**src/rtl/seg7_pkg.sv**
```systemverilog
// seg7_pkg: shared 7-segment definitions.
//   - SEG bus bit order: [7] = DP, [6:0] = g..a, all active-low.
//   - The 16 hex glyph patterns and the blank pattern, in active-low form.
//     The hex-to-segment decoder uses the same constants.
//   - Decoder result struct and the scan FSM state type.
package seg7_pkg;

    localparam int SEG_DP_BIT = 7;

    localparam logic [6:0] SEG_0 = 7'h40;
    localparam logic [6:0] SEG_1 = 7'h79;
    localparam logic [6:0] SEG_2 = 7'h24;
    localparam logic [6:0] SEG_3 = 7'h30;
    localparam logic [6:0] SEG_4 = 7'h19;
    localparam logic [6:0] SEG_5 = 7'h12;
    localparam logic [6:0] SEG_6 = 7'h02;
    localparam logic [6:0] SEG_7 = 7'h58;
    localparam logic [6:0] SEG_8 = 7'h00;
    localparam logic [6:0] SEG_9 = 7'h10;
    localparam logic [6:0] SEG_A = 7'h08;
    localparam logic [6:0] SEG_B = 7'h03;
    localparam logic [6:0] SEG_C = 7'h27;
    localparam logic [6:0] SEG_D = 7'h21;
    localparam logic [6:0] SEG_E = 7'h06;
    localparam logic [6:0] SEG_F = 7'h0E;

    localparam logic [6:0] SEG_BLANK = 7'h7F;

    // Indexed by hex value: SEG_PATTERNS[v] is the glyph for v.
    localparam logic [15:0][6:0] SEG_PATTERNS = {
        SEG_F, SEG_E, SEG_D, SEG_C, SEG_B, SEG_A, SEG_9, SEG_8,
        SEG_7, SEG_6, SEG_5, SEG_4, SEG_3, SEG_2, SEG_1, SEG_0
    };

    typedef struct packed {
        logic       err;
        logic       blank;
        logic [3:0] val;
    } seg_decode_t;

    typedef enum logic [1:0] {
        ST_IDLE,
        ST_SETTLE,
        ST_HOLD
    } scan_state_e;

endpackage

```
**src/rtl/seg7_scan_reader_if.sv**
```systemverilog
// seg7_scan_reader_if: display bus plus recovered-frame outputs.
//   master: drives seg/an (the display source), observes the frame outputs.
//   slave : the reader; samples seg/an, drives value/dp/blank/valid/err/stale.
interface seg7_scan_reader_if #(
    parameter int N_DIGITS = 4
);
    logic [7:0]            seg;
    logic [N_DIGITS-1:0]   an;
    logic [4*N_DIGITS-1:0] value;
    logic [N_DIGITS-1:0]   dp;
    logic [N_DIGITS-1:0]   blank;
    logic                  valid;
    logic                  err;
    logic                  stale;

    modport master (
        output seg, an,
        input  value, dp, blank, valid, err, stale
    );

    modport slave (
        input  seg, an,
        output value, dp, blank, valid, err, stale
    );
endinterface

```
**src/rtl/seg7_pattern_to_hex.sv**
```systemverilog
// seg7_pattern_to_hex: combinational inverse of the hex-to-segment decoder.
//   seg_i : segment pattern g..a, active-low
//   dec_o : {err, blank, val}; blank and error patterns both yield val = 0
module seg7_pattern_to_hex
    import seg7_pkg::*;
(
    input  logic [6:0]  seg_i,
    output seg_decode_t dec_o
);

    always_comb begin
        dec_o     = '0;
        dec_o.err = 1'b1;
        if (seg_i == SEG_BLANK) begin
            dec_o.err   = 1'b0;
            dec_o.blank = 1'b1;
        end else begin
            for (int i = 0; i < 16; i++) begin
                if (seg_i == SEG_PATTERNS[i]) begin
                    dec_o.err = 1'b0;
                    dec_o.val = 4'(i);
                end
            end
        end
    end

endmodule

```
**src/rtl/seg7_scan_reader.sv**
```systemverilog
// seg7_scan_reader: recovers hex digits from a scanned, active-low 7-segment bus.
//   clk_i : system clock, rising edge
//   rst_i : asynchronous active-high reset
//   bus   : slave modport; seg/an in, value/dp/blank/valid/err/stale out
//
// state     | meaning
// ----------+------------------------------------------------------------
// ST_IDLE   | AN not one-hot-low; waiting for a digit to be selected
// ST_SETTLE | one digit selected, counting cycles of unchanged {SEG,AN}
// ST_HOLD   | digit sampled; waiting for AN to move on
module seg7_scan_reader
    import seg7_pkg::*;
#(
    parameter int N_DIGITS       = 4,
    parameter int SETTLE_CYCLES  = 4,
    parameter int TIMEOUT_CYCLES = 1_000_000
) (
    input  logic clk_i,
    input  logic rst_i,
    seg7_scan_reader_if.slave bus
);

    localparam int CNT_W = $clog2(SETTLE_CYCLES + 1);
    localparam int TMO_W = $clog2(TIMEOUT_CYCLES + 1);
    localparam int IDX_W = (N_DIGITS > 1) ? $clog2(N_DIGITS) : 1;

    logic [7:0]               seg_q;
    logic [N_DIGITS-1:0]      an_q;

    scan_state_e              state_q, state_d;
    logic [CNT_W-1:0]         cnt_q, cnt_d;
    logic [7:0]               ref_seg_q, ref_seg_d;
    logic [N_DIGITS-1:0]      ref_an_q, ref_an_d;

    logic [N_DIGITS-1:0][3:0] slot_val_q, slot_val_d;
    logic [N_DIGITS-1:0]      slot_dp_q, slot_dp_d;
    logic [N_DIGITS-1:0]      slot_blank_q, slot_blank_d;
    logic [N_DIGITS-1:0]      slot_err_q, slot_err_d;
    logic [N_DIGITS-1:0]      mask_q, mask_d;

    logic [4*N_DIGITS-1:0]    value_q, value_d;
    logic [N_DIGITS-1:0]      dp_q, dp_d;
    logic [N_DIGITS-1:0]      blank_q, blank_d;
    logic                     valid_q, valid_d;
    logic                     err_q, err_d;
    logic [TMO_W-1:0]         tmo_q, tmo_d;

    logic                     an_onehot;
    logic [IDX_W-1:0]         an_idx;
    logic                     start;
    logic                     sample;
    logic                     commit;
    seg_decode_t              pat;

    seg7_pattern_to_hex u_pat (
        .seg_i (seg_q[6:0]),
        .dec_o (pat)
    );

    assign an_onehot = $onehot(~an_q);
    assign commit    = &mask_q;

    always_comb begin
        an_idx = '0;
        for (int i = 0; i < N_DIGITS; i++) begin
            if (!an_q[i]) an_idx = IDX_W'(i);
        end
    end

    always_comb begin
        state_d      = state_q;
        cnt_d        = cnt_q;
        ref_seg_d    = ref_seg_q;
        ref_an_d     = ref_an_q;
        slot_val_d   = slot_val_q;
        slot_dp_d    = slot_dp_q;
        slot_blank_d = slot_blank_q;
        slot_err_d   = slot_err_q;
        mask_d       = mask_q;
        value_d      = value_q;
        dp_d         = dp_q;
        blank_d      = blank_q;
        valid_d      = 1'b0;
        err_d        = err_q;
        tmo_d        = tmo_q;
        start        = 1'b0;
        sample       = 1'b0;

        // A new one-hot selection (from any state) opens a dwell directly,
        // so a scan going straight from one digit to the next loses no cycle.
        case (state_q)
            ST_IDLE: begin
                if (an_onehot) start = 1'b1;
            end
            ST_SETTLE: begin
                if ({seg_q, an_q} != {ref_seg_q, ref_an_q}) begin
                    if (an_onehot) start = 1'b1;
                    else           state_d = ST_IDLE;
                end else if (cnt_q == CNT_W'(1)) begin
                    sample  = 1'b1;
                    state_d = ST_HOLD;
                end else begin
                    cnt_d = cnt_q - CNT_W'(1);
                end
            end
            ST_HOLD: begin
                if (an_q != ref_an_q) begin
                    if (an_onehot) start = 1'b1;
                    else           state_d = ST_IDLE;
                end
            end
            default: state_d = ST_IDLE;
        endcase

        // The first stable cycle is the one that opens the dwell; the
        // down-counter holds the number of further stable cycles needed.
        if (start) begin
            ref_seg_d = seg_q;
            ref_an_d  = an_q;
            if (SETTLE_CYCLES == 1) begin
                sample  = 1'b1;
                state_d = ST_HOLD;
            end else begin
                state_d = ST_SETTLE;
                cnt_d   = CNT_W'(SETTLE_CYCLES - 1);
            end
        end

        // Commit runs before the sample write so a same-cycle sample
        // lands in the freshly cleared mask of the next frame.
        if (commit) begin
            value_d    = slot_val_q;
            dp_d       = slot_dp_q;
            blank_d    = slot_blank_q;
            err_d      = |slot_err_q;
            valid_d    = 1'b1;
            mask_d     = '0;
            slot_err_d = '0;
        end

        if (sample) begin
            slot_val_d[an_idx]   = pat.val;
            slot_dp_d[an_idx]    = ~seg_q[SEG_DP_BIT];
            slot_blank_d[an_idx] = pat.blank;
            slot_err_d[an_idx]   = pat.err;
            mask_d[an_idx]       = 1'b1;
        end

        if (commit)             tmo_d = TMO_W'(TIMEOUT_CYCLES);
        else if (tmo_q != '0)   tmo_d = tmo_q - TMO_W'(1);
    end

    always_ff @(posedge clk_i or posedge rst_i) begin
        if (rst_i) begin
            seg_q        <= '1;
            an_q         <= '1;
            state_q      <= ST_IDLE;
            cnt_q        <= '0;
            ref_seg_q    <= '1;
            ref_an_q     <= '1;
            slot_val_q   <= '0;
            slot_dp_q    <= '0;
            slot_blank_q <= '1;
            slot_err_q   <= '0;
            mask_q       <= '0;
            value_q      <= '0;
            dp_q         <= '0;
            blank_q      <= '1;
            valid_q      <= 1'b0;
            err_q        <= 1'b0;
            tmo_q        <= TMO_W'(TIMEOUT_CYCLES);
        end else begin
            seg_q        <= bus.seg;
            an_q         <= bus.an;
            state_q      <= state_d;
            cnt_q        <= cnt_d;
            ref_seg_q    <= ref_seg_d;
            ref_an_q     <= ref_an_d;
            slot_val_q   <= slot_val_d;
            slot_dp_q    <= slot_dp_d;
            slot_blank_q <= slot_blank_d;
            slot_err_q   <= slot_err_d;
            mask_q       <= mask_d;
            value_q      <= value_d;
            dp_q         <= dp_d;
            blank_q      <= blank_d;
            valid_q      <= valid_d;
            err_q        <= err_d;
            tmo_q        <= tmo_d;
        end
    end

    assign bus.value = value_q;
    assign bus.dp    = dp_q;
    assign bus.blank = blank_q;
    assign bus.valid = valid_q;
    assign bus.err   = err_q;
    // Timeout counts down from TIMEOUT_CYCLES; zero means no frame for that long.
    assign bus.stale = (tmo_q == '0);

endmodule
```
**src/flat_wrapper.sv**
```systemverilog
// flat-port wrapper written by rule: the top's interface ports become plain ports
module seg7_scan_reader_flat import seg7_pkg::*;
#(
    parameter int N_DIGITS       = 4,
    parameter int SETTLE_CYCLES  = 4,
    parameter int TIMEOUT_CYCLES = 1_000_000
)
  (clk_i, rst_i, bus_seg, bus_an, bus_value, bus_dp, bus_blank, bus_valid, bus_err, bus_stale);
  seg7_scan_reader_if #(.N_DIGITS(N_DIGITS)) bus_i ();
  input  logic clk_i;
  input  logic rst_i;
  input wire logic [$bits(bus_i.seg)-1:0] bus_seg;
  input wire logic [$bits(bus_i.an)-1:0] bus_an;
  output wire logic [$bits(bus_i.value)-1:0] bus_value;
  output wire logic [$bits(bus_i.dp)-1:0] bus_dp;
  output wire logic [$bits(bus_i.blank)-1:0] bus_blank;
  output wire logic [$bits(bus_i.valid)-1:0] bus_valid;
  output wire logic [$bits(bus_i.err)-1:0] bus_err;
  output wire logic [$bits(bus_i.stale)-1:0] bus_stale;
  assign bus_i.seg = bus_seg;
  assign bus_i.an = bus_an;
  assign bus_value = bus_i.value;
  assign bus_dp = bus_i.dp;
  assign bus_blank = bus_i.blank;
  assign bus_valid = bus_i.valid;
  assign bus_err = bus_i.err;
  assign bus_stale = bus_i.stale;
  seg7_scan_reader #(.N_DIGITS(N_DIGITS), .SETTLE_CYCLES(SETTLE_CYCLES), .TIMEOUT_CYCLES(TIMEOUT_CYCLES)) u_core (.clk_i(clk_i), .rst_i(rst_i), .bus(bus_i));
endmodule
```
**config.mk**
```make
export PLATFORM = sky130hd
export DESIGN_NAME = seg7_scan_reader_flat
export DESIGN_NICKNAME = d
export VERILOG_FILES = /design/src/rtl/seg7_pkg.sv /design/src/rtl/seg7_scan_reader_if.sv /design/src/rtl/seg7_pattern_to_hex.sv /design/src/rtl/seg7_scan_reader.sv /design/src/flat_wrapper.sv
export SDC_FILE = /design/constraint.sdc
export NUM_CORES = 1
export LEC_CHECK = 0
export BUFFER_PORTS_ARGS = -buffer_cell sky130_fd_sc_hd__clkbuf_2
export CORE_ASPECT_RATIO = 0.7
export CORE_MARGIN = 4
export CORE_UTILIZATION = 52
export CTS_CLUSTER_DIAMETER = 100
export CTS_CLUSTER_SIZE = 28
export DETAILED_ROUTE_END_ITERATION = 16
export GPL_TIMING_DRIVEN = 0
export PLACE_DENSITY = 0.71
export SLEW_MARGIN = 20
export SYNTH_ARGS = -nofsm -noshare
export SYNTH_HDL_FRONTEND = slang
export SYNTH_SLANG_ARGS = --single-unit
```
**constraint.sdc**
```tcl
create_clock -name clk_i -period 7.3 [get_ports clk_i]
set_input_delay 1.46 -clock clk_i [delete_from_list [all_inputs] [get_ports clk_i]]
set_output_delay 1.46 -clock clk_i [all_outputs]
set_load 0.01 [all_outputs]
```
Word-level counts from Yosys, hierarchy flattened. Cells that the tools add are included.

Add/subtract/negate cells: 5. Magnitude comparators: 2. Equality and inequality tests: 27. Multiplexer cells: 69. Bitwise operators: 3. Reductions and logical operators: 11.

Operators by type and width (count): $mux W4 (20); $mux W20 (2); $eq A7 B6 Y1 const B (4); $eq A7 B7 Y1 const B (4); $mux W1 (28); $eq A7 B5 Y1 const B (3); $logic_not A20 Y1 (1); $reduce_bool A20 Y1 (1); $sub A20 B1 Y20 const B (1); $bwmux W16 (1); $eq A7 B2 Y1 const B (2); $eq A7 B4 Y1 const B (2); $mux W2 (7); $bwmux W4 (3); $mux W3 (4); $ne A12 B12 Y1 (1); $demux W4 S2 (1); $eq A7 B3 Y1 const B (1); $logic_not A7 Y1 (1); $eq A3 B1 Y1 const B (2); $ne A2 B1 Y1 const B (3); $pmux W2 S3 (1); $reduce_and A3 Y1 (2); $add A1 B1 Y2 (2); other kinds (19) (20).

Flip-flop bits (word level): 107. Input port bits: 14. Output and inout bits: 27.

Logic depth before layout (Yosys ltp).
Depth after elaboration: 20. Depth in mapped cells: 11.

Hierarchy. From an unflattened synthesis, not the netlist that was laid out.

Cells, all modules: 473. Area, all modules: 5031.1 um^2.

By module, submodules not included: seg7_scan_reader (instances 1, cells each 411, area an instance 4650.7 um^2, seq. area each 2726.4 um^2); seg7_pattern_to_hex (instances 1, cells each 62, area an instance 380.4 um^2, seq. area each 0.0 um^2).

Least setup slack after synthesis. OpenSTA, ideal clock, no wires.

Path type: register to output. From: register u_core.tmo_q[0]. To: output bus_stale. Arrival time: 1.526 ns. Setup slack: 4.314 ns. Cell stages (with the launch flop): 8. Path buffers: 1. Cells stage by stage: dfrtp_1 -> inv_1 -> ha_1 -> nor2b_1 -> buf_2 -> nand4_1 -> or2_2 -> inv_1.

Longest elaborated chain between the ends: 1.

Ends and longest elaborated chain: start: declaration (RTL line seg7_scan_reader.sv:46) `logic [TMO_W-1:0] tmo_q, tmo_d;`; start signal: assignment (RTL line seg7_scan_reader.sv:171) `tmo_q <= TMO_W'(TIMEOUT_CYCLES);`; start signal: assignment (RTL line seg7_scan_reader.sv:189) `tmo_q <= tmo_d;`; $logic_not A20 Y1 (RTL line seg7_scan_reader.sv:199) `assign bus.stale = (tmo_q == '0);`; end: declaration (RTL line flat_wrapper.sv:19) `output wire logic [$bits(bus_i.stale)-1:0] bus_stale;`.

Every way passes these cells.

Final worst setup path. Same ends and word-level chain as after synthesis.

==> flow_summary.yaml <==
floorplanning:
  fp.dieH_um: 91.04
  core_sq_um: 9647
  rows: 30
  initial_core_util_pct: 53.10
  num_io_pins: 41
  die-area_sq_um: 11530
  die-width_um: 126.6
finish:
  drive_above_1_share_pct: 29.06
  nets: 551
  final_cells: 658
  final_area_sq_um: 5829
  synthToLayoutAreaGrowth_pct: 13.80
  antenna-diode-count: 0
  final_util_pct: 60.43
worst_setup_path:
  cp-start-kind: "flip-flop"
  ff2ff_path_depth: 11
  cp.required_ps: 5840
  critPathCaptureType: "output pin"
  critPathKind: "flip-flop to output pin"
  r2r_end: "u_core.ref_seg_q[4]"
  r2r-start: "u_core.an_q[2]"
  reg2reg_slack_ps: 4180
  arrival_ps: 2270
  path_max_fanout: 9
clock_network:
  clk_latency_ps: 350
  clk_path_buf_depth: 2
  cts_htree_levels: 3
  hold_buffers: 0
  cts_root_buf: "clkbuf_16"
  cts_setup_buffers: 0
  cts_tree: "done"
  cts_resized: 0
  cts_sinks: 107
  cts_inserted_buffers: 9
  clk_pin_slew_ps: 70
detailed_routing:
  vias: 3565
  avgRoutedWirePerCell_um: 15.71
  first_pass_iters: 4
  drt_iter0_drc: 178
  wl_um: 10340
  drc: 0
  vias_per_cell: 5.418
  ant_nets: 0
sta:
  finalCriticalPeriod_ps: 3731
  slew_violations: 0
  rsz0062_at_grt: "no"
  setup_tns_ps: 0
  relSlewSlack_pct: 41.56
  fmax_mhz: 268.0
  worst_slew_pin_slew_ps: 869.9
  setup_viol: 0
  layout_worst_path_cycle_share_pct: 51.11
  hold_viol: 0
  hold_ws_ps: 458.2
  finClkSkew_ps: 10.58
yosys:
  ys_types: 63
  async_flop_share_pct: 100.0
  synthesis.nets: 499
  yosys_warnings: 0
  netlist_area_sq_um: 5122
  syn_inst: 473
  synth-edff-count: 0
  synth.avg_cell_area_sq_um: 10.83
  ys_ff_latch: 107
  ys.flop_type: "dfrtp_1"
  yosysSeqAreaShare_pct: 53.22
global_routing:
  grt_max_degree: 74
  grt_pass1_vias: 3605
  track_usage_pct: 18.88
  grt_pass1_wl_um: 17630
  antenna_found_initial: 0
  overflow: 0
status:
  status: "finished, final reports clean"
place:
  dpl.hpwl_um: 7168
  post_dp_cell_area_sq_um: 5515
  port_buffers: 40
  place_congestion: 0.8951
  dp_cells: 642
power:
  power_density_nw_per_um2: 244.7
  ir_drop_mv: 0.1401
  p_leak_uw: 0.002833
hold_path:
  hp-start: "u_core.bus.blank[0]"
  holdPathEnd: "u_core.bus.blank[0]"
  min_path_cells: 2
  hp-class: "flip-flop to flip-flop"
flow_run:
  drv_cap: 0
stage by stage:
step	setup WS [ps]	power, uW
6_report	3569	1427
5_1_grt	3321	1489
4_1_cts	3536	1443
3_5_place_dp	3927	926.6
3_3_place_gp	1928	913.7
2_1_floorplan	3087	880.1
layout by cell type (no fill, tap or decap), types with 4 or more instances in the layout:
cell type	synthesis	layout
a21o_1	4	4
a21oi_1	6	6
and3_1	5	5
buf_2	5	5
buf_4	5	5
clkbuf_1	12	12
clkbuf_16	0	9
clkbuf_2	1	41
dfrtp_1	68	68
dfstp_2	39	39
ha_1	11	11
inv_1	21	20
mux2_2	27	27
mux2_4	5	5
mux2i_1	9	9
nand2_1	84	84
nand3_1	8	8
nand4_1	10	10
nor2_1	30	30
nor2b_1	4	4
nor3_1	12	12
o211ai_1	9	9
o21ai_0	13	13
xnor2_1	18	18
xor2_1	12	12
layout make-up:
class / instances / area (sq um)
Tap cell: 128 / 160.2
Clock buffer: 9 / 225.2
Clock inverter: 7 / 88.84
Fill cell: 801 / 3817
Inverter: 22 / 87.58
Timing Repair Buffer: 41 / 227.7
Sequential cell: 107 / 2726
Multi-Input combinational cell: 319 / 2170
Buffer: 25 / 143.9
synth_stat cells (all sizes together), types with 2 or more instances:
master | count | area, sq um
o21ai | 13 | 65.06
ha | 11 | 137.6
nand2 | 85 | 321.6
nor4 | 5 | 58.80
mux2i | 9 | 90.09
nand3 | 9 | 50.05
clkbuf | 13 | 50.04
nand2b | 3 | 18.77
and3 | 5 | 31.28
o31ai | 3 | 22.52
xor2 | 12 | 105.1
a31oi | 2 | 12.51
nor2 | 30 | 112.6
o2111ai | 2 | 17.52
a21o | 4 | 30.03
dfstp | 39 | 1025
or4 | 2 | 15.01
and2 | 3 | 21.27
o211ai | 9 | 67.56
o41ai | 2 | 17.52
or3b | 3 | 26.28
a21oi | 6 | 30.03
buf | 12 | 93.84
nand4b | 2 | 17.52
inv | 21 | 78.83
mux2 | 32 | 379.1
xnor2 | 18 | 157.7
nor2b | 4 | 25.02
a22oi | 2 | 15.01
dfrtp | 68 | 1702
nor3 | 13 | 76.33
and4 | 3 | 28.78
a21boi | 2 | 15.01
nand4 | 11 | 75.07
routing by layer:
metal | part of all wire [%] | wire, um | vias to the layer above | global-route usage (%)
li1 | - | - | 1724 | -
met1 | 48 | 4968 | 1740 | 26.86
met2 | 46 | 4715 | 97 | 29.14
met3 | 5.6 | 582 | 4 | 4.703
met4 | 0.69 | 71 | 0 | 4.732
met5 | 0 | 0 | - | 0
power breakdown:
part	internal, uW	switching, uW
registers	662	31.0
logic	116	109
clock network	276	233
sequential cells by signal (all words and copies together) (netlist names):
name                 flops
u_core.bus.blank         4
u_core.state_q           2
u_core.slot_blank_q      4
u_core.bus.err           1
u_core.ref_an_q          4
u_core.ref_seg_q         8
u_core.bus.dp            4
u_core.slot_val_q       16
u_core.bus.value        16
u_core.tmo_q            20
u_core.an_q              4
u_core.cnt_q             3
u_core.seg_q             8
u_core.mask_q            4
u_core.bus.valid         1
u_core.slot_dp_q         4
u_core.slot_err_q        4
how the worst max path moves through the flow:
stage	startpoint	endpoint	slack, ps	depth (start not counted)
6_report	u_core.tmo_q[0]	bus_stale	3570	8
5_1_grt	u_core.tmo_q[0]	bus_stale	3320	8
4_1_cts	u_core.tmo_q[0]	bus_stale	3540	8
3_5_place_dp	u_core.tmo_q[0]	bus_stale	3930	8
3_3_place_gp	rst_i	u_core.bus.value[5]	1930	2
2_1_floorplan	rst_i	u_core.bus.dp[0]	3090	1
cell families after synthesis:
family                   count (synthesis)  share of synthesized area, %
AO/OA/AOI/OAI                           52                         6.913
buffers and inverters                   47                         4.421
flip-flops                             107                         53.22
adder cells (fa/ha/maj)                 12                         3.078
multiplexers                            41                         9.160
AND/OR/NAND/NOR                        184                         18.08
XOR/XNOR                                30                         5.129
critical path, cell delays in order, from the launching register on:
cell	delay (ps)
dfrtp_1	390
inv_1	90
ha_1	170
nor2b_1	130
buf_2	220
nand4_1	260
or2_2	390
inv_1	130
clkbuf_2	150
Note: power is estimated with default switching activity, not from simulation.
